**config.mk**
```make
export PLATFORM = sky130hd
export DESIGN_NAME = updown_mod_counter
export DESIGN_NICKNAME = d
export VERILOG_FILES = /design/src/rtl/udcnt_pkg.sv /design/src/rtl/udcnt_prescaler.sv /design/src/rtl/updown_mod_counter.sv
export SDC_FILE = /design/constraint.sdc
export NUM_CORES = 1
export LEC_CHECK = 0
export BUFFER_PORTS_ARGS = -buffer_cell sky130_fd_sc_hd__buf_2
export CORE_ASPECT_RATIO = 0.75
export CORE_MARGIN = 8
export CORE_UTILIZATION = 45
export DETAILED_ROUTE_END_ITERATION = 8
export HOLD_SLACK_MARGIN = 0.05
export PLACE_DENSITY_LB_ADDON = 0.05
export REMOVE_ABC_BUFFERS = 1
export SYNTH_ARGS = -nofsm -noshare
export SYNTH_HDL_FRONTEND = slang
export SYNTH_SLANG_ARGS = --single-unit
```
**constraint.sdc**
```tcl
create_clock -name clk -period 2.69 [get_ports clk]
set_input_delay 0.538 -clock clk [delete_from_list [all_inputs] [get_ports clk]]
set_output_delay 0.538 -clock clk [all_outputs]
set_load 0.005 [all_outputs]
```
**src/rtl/udcnt_pkg.sv**
```systemverilog
// rtl/udcnt_pkg.sv - shared constants, count-mode encoding and helpers for updown_mod_counter
package udcnt_pkg;

   // Default geometry of the counter and its prescaler
   localparam int UDCNT_WIDTH   = 8;
   localparam int UDCNT_PRESC_W = 4;

   // Encoding of the terminal-step flag produced by the step logic
   localparam logic TERMINAL     = 1'b1;
   localparam logic NON_TERMINAL = 1'b0;

   // Count mode is simply {up_dn, sat_mode}
   typedef enum logic [1:0] {
      DN_WRAP = 2'b00,
      DN_SAT  = 2'b01,
      UP_WRAP = 2'b10,
      UP_SAT  = 2'b11
   } count_mode_e;

   function automatic count_mode_e mode_of(input logic up_dn, input logic sat_mode);
      return count_mode_e'({up_dn, sat_mode});
   endfunction

endpackage

```
**src/rtl/udcnt_prescaler.sv**
```systemverilog
// rtl/udcnt_prescaler.sv - clock-enable divider producing one tick every presc_div+1 enabled cycles
module udcnt_prescaler
   import udcnt_pkg::*;
#(
   parameter int PRESC_W = UDCNT_PRESC_W
) (
   input  logic               clk,
   input  logic               rst_n,
   input  logic               ena,
   input  logic               restart,
   input  logic [PRESC_W-1:0] presc_div,
   output logic               tick
);

   logic [PRESC_W-1:0] presc_cnt;

   // Tick fires on the enabled cycle where the divider reaches its programmed terminal
   assign tick = ena && (presc_cnt == presc_div);

   // Divider state: restart wins, frozen while ena is low, wraps to zero on tick
   always_ff @(posedge clk or negedge rst_n) begin
      if (!rst_n) begin
         presc_cnt <= '0;
      end else if (restart) begin
         presc_cnt <= '0;
      end else if (ena) begin
         if (tick) presc_cnt <= '0;
         else      presc_cnt <= presc_cnt + 1'b1;
      end
   end

endmodule

```
**src/rtl/updown_mod_counter.sv**
```systemverilog
// rtl/updown_mod_counter.sv - loadable up/down modulo counter with prescaler, tc pulse and sticky ovf; UDCNT_CAPTURE_EN adds capture/cap_val
module updown_mod_counter
   import udcnt_pkg::*;
#(
   parameter int WIDTH   = UDCNT_WIDTH,
   parameter int PRESC_W = UDCNT_PRESC_W
) (
   input  logic               clk,
   input  logic               rst_n,
   input  logic               ena,
   input  logic               clear,
   input  logic               load,
   input  logic [WIDTH-1:0]   load_val,
   input  logic               up_dn,
   input  logic               sat_mode,
   input  logic [WIDTH-1:0]   max_val,
   input  logic [PRESC_W-1:0] presc_div,
`ifdef UDCNT_CAPTURE_EN
   input  logic               capture,
   output logic [WIDTH-1:0]   cap_val,
`endif
   output logic [WIDTH-1:0]   count,
   output logic               tc,
   output logic               ovf
);

   logic              tick;
   logic              term;
   logic [WIDTH-1:0]  next_count;
   logic [WIDTH-1:0]  load_clamped;
   count_mode_e       mode;

   udcnt_prescaler #(.PRESC_W(PRESC_W)) u_presc (
      .clk       (clk),
      .rst_n     (rst_n),
      .ena       (ena),
      .restart   (clear | load),
      .presc_div (presc_div),
      .tick      (tick)
   );

   // Step result and terminal detection; a count above max_val is terminal only when counting up
   always_comb begin
      mode         = mode_of(up_dn, sat_mode);
      next_count   = count;
      term         = NON_TERMINAL;
      load_clamped = (load_val > max_val) ? max_val : load_val;
      case (mode)
         UP_WRAP, UP_SAT: begin
            if (count >= max_val) begin
               term       = TERMINAL;
               next_count = (mode == UP_SAT) ? max_val : '0;
            end else begin
               next_count = count + 1'b1;
            end
         end
         default: begin
            if (count == '0) begin
               term       = TERMINAL;
               next_count = (mode == DN_SAT) ? '0 : max_val;
            end else begin
               next_count = count - 1'b1;
            end
         end
      endcase
   end

   // Count, tc and ovf registers: clear > load > step, tc only lives for one cycle
   always_ff @(posedge clk or negedge rst_n) begin
      if (!rst_n) begin
         count <= '0;
         tc    <= 1'b0;
         ovf   <= 1'b0;
      end else if (clear) begin
         count <= '0;
         tc    <= 1'b0;
         ovf   <= 1'b0;
      end else if (load) begin
         count <= load_clamped;
         tc    <= 1'b0;
         ovf   <= 1'b0;
      end else if (tick) begin
         count <= next_count;
         tc    <= term;
         ovf   <= ovf | term;
      end else begin
         tc    <= 1'b0;
      end
   end

`ifdef UDCNT_CAPTURE_EN
   // Snapshot of the pre-update count, independent of ena/clear/load
   always_ff @(posedge clk or negedge rst_n) begin
      if (!rst_n)       cap_val <= '0;
      else if (capture) cap_val <= count;
   end
`endif

endmodule

```
==> key figures <==
Final layout
  – Layout area overhead: 15.8%
  – Ant diodes: 0
  – Share of cells above drive strength 1: about a quarter
  – Nets: 294

Timing
  – Least-Margin Pin Slew: roughly 0.46 ns
  – Setup Skew: 0.00647 ns
  – Fin crit period: about 2.4 ns
  – Final setup TNS: 0 ns
  – Worst Hold Slack: between 0.15 and 0.2 ns
  – Slew HR: between 60 and 70%
  – RSZ-0062 raised after global routing: no
  – Max Slew Vio Count: 0
  – FMAX: between 400 and 500 MHz
  – Final Worst Setup Slack: ~0.29 ns
  – Period utilization: around nine tenths
  – Final Hold Viols: 0
  – Count of final setup violators: 0

Logic synthesis
  – Post-synth EDFFs: 0
  – Post-synth top area cell: dfrtp_1
  – Asr flop ratio synth: 100%
  – FF+latch count, synth: 14
  – Post-Synthesis Cell Area: about 0.0018 mm²
  – Synth warn: 0
  – Top cell type's share of synthesized area: roughly a fifth
  – Top post-synthesis cells by area: dfrtp_1, ha_1, mux2i_1
  – Synth Instances: 211
  – Commonest cells in the netlist: ha_1, nand2_1
  – Sequential share of the synthesized area: 19.5%
  – Mean Syn Cell Area: around 8.5 µm²
  – Synth Flop Type: dfrtp_1
  – Post-synthesis cell type count: 52

Power
  – LEAKAGE: ~1.0 nW
  – Pwr Density: around 390 mW/mm²
  – Max VDD drop: 246 µV
  – Post-layout power: 0.000809 W

Critical path
  – Cell Chain, Critical Path: inv_1, ha_1, nor2b_1, o21ai_0, a21oi_1, buf_4, or3_1, a41oi_1, a2bb2oi_1
  – Worst reg-to-reg path cell count: 9
  – Slowest-stage cell, CP: dfrtp_1
  – CP Capture Type: register
  – Worst R2R Setup Slack: around 0.29 ns
  – CP top delay family: compound AO/OA/AOI/OAI gates
  – Crit path required time: ~2.9 ns
  – CP bufs+invs: 2
  – Crit path kind: register to register
  – Peak fanout along the critical path: 11
  – RR Startpoint: count[0]
  – CP arrival: 2.58 ns
  – Crit-path max cell delay: approximately 0.52 ns
  – Worst setup path startpoint: count[0]
  – Startpoint Class: register
  – R2R Path End: count[1]

Floorplanning
  – Initial Utilization: between 40 and 50%
  – Chip height: between 70 and 80 µm
  – FP Rows: 20
  – Core Area: around 0.004 mm²
  – Full die area: approximately 0.0063 mm²
  – Die X: a little under 90 µm
  – I/O Pins: 37

Global route
  – Global-route wire length before repair: ~8300 µm
  – Initial antenna violation count: 0
  – Grt peak-use layer: met2
  – Number of global-route vias before repair: 1685
  – GR Util met1: between 20 and 25%
  – Largest net degree at the start of global routing: 24
  – Gr ovfl total: 0
  – GR Util met2: roughly 25%
  – Total GRT Usage: 16.8%
  – Met3 Usage GRT: 3.13%

Routing
  – Drt first pass iters: 4
  – Initial drt markers: between 80 and 90
  – WL final: just over 5000 µm
  – Antenna viol nets, final: 0
  – Drt drc: 0
  – DR vias: approximately 1700
  – DR vias/cell: between 5 and 6
  – DR WL/cell: 16.9 µm

Placement
  – # port buffers: 36
  – Place WS: 0.155 ns
  – Hpwl dp: 4120 µm
  – GPL Wtd Cong: 0.867

CTS
  – CTS root buffer: clkbuf_8
  – Post-CTS Setup Inserts: 0
  – CTS tree: yes
  – Resized cells post-CTS: 0
  – CTS Buffer Depth: 2
  – CTS Hold Bufs: 0
  – Clk_lat worst skew: around 0.25 ns
  – H-tree depth: 1
  – CTS clk-pin slew, worst paths: roughly 0.060 ns
  – Clock sinks: 14
  – Cts bufs inserted: 3

Min path
  – Hold crit path type: input port to async pin

Status
  – Status: finished, final reports clean

Job
  – Max Cap Viol: 0
-- worst max-delay path by stage --
stage          depth (start not counted)       end  slack (ns)
6_report                               9  count[1]        0.29
5_1_grt                                9  count[1]        0.16
4_1_cts                                9  count[1]        0.32
3_5_place_dp                           9  count[0]        0.16
3_3_place_gp                           9  count[4]        0.21
2_1_floorplan                          8  count[7]        0.16
-- stage by stage --
stage | area, µm² | std cells | util (%)
6_report | 2080 | 301 | 52.9
5_1_grt | 2080 | 301 | 52.9
4_1_cts | 2080 | 301 | 52.9
3_5_place_dp | 2020 | 297 | 51.5
3_3_place_gp | 2020 | 297 | 51.5
2_1_floorplan | 1720 | 199 | -
-- logic make-up after synthesis --
group,count (synthesis),synth area share (%)
AO/OA/AOI/OAI,49,21.0
AND/OR/NAND/NOR,71,22.4
XOR/XNOR,17,8.29
buffers and inverters,26,6.97
flip-flops,14,19.5
multiplexers,14,7.80
adder cells (fa/ha/maj),20,13.9
-- layout make-up --
type                    count  area, µm²
inverters                  14       52.6
clock buffers               4       55.1
repair buffers             43        233
flip-flops and latches     14        350
well taps                  55       68.8
multi-input cells         171       1320
fillers                   404       1850
-- report_power, final --
group / switching [W] / internal, W / total (W) / leakage (nW)
registers: 0.0000250 / 0.000222 / 0.000247 / 0.189
clock network: 0.0000789 / 0.000130 / 0.000209 / 0.0288
logic: 0.000202 / 0.000151 / 0.000353 / 0.793
-- registers in the layout (all words and copies together), names as in the netlist --
register,cells
count,8
tc,1
ovf,1
u_presc.presc_cnt,4
-- layer usage --
layer / wire length (µm) / vias to the layer above
li1: - / 855
met1: 2540 / 810
met2: 2180 / 58
met3: 299 / 7
met4: 61 / 0
met5: 0 / -
-- cell usage in the layout (no fill, tap or decap), drive strengths merged, types with 6 or more instances in the layout --
master / instances
nand2: 20
buf: 43
xor2: 12
nand4: 6
a21oi: 14
nor2: 9
mux2i: 14
inv: 14
ha: 20
a2111oi: 6
nor3: 11
dfrtp: 14
nand3: 7
Note: power is estimated with default switching activity, not from simulation.
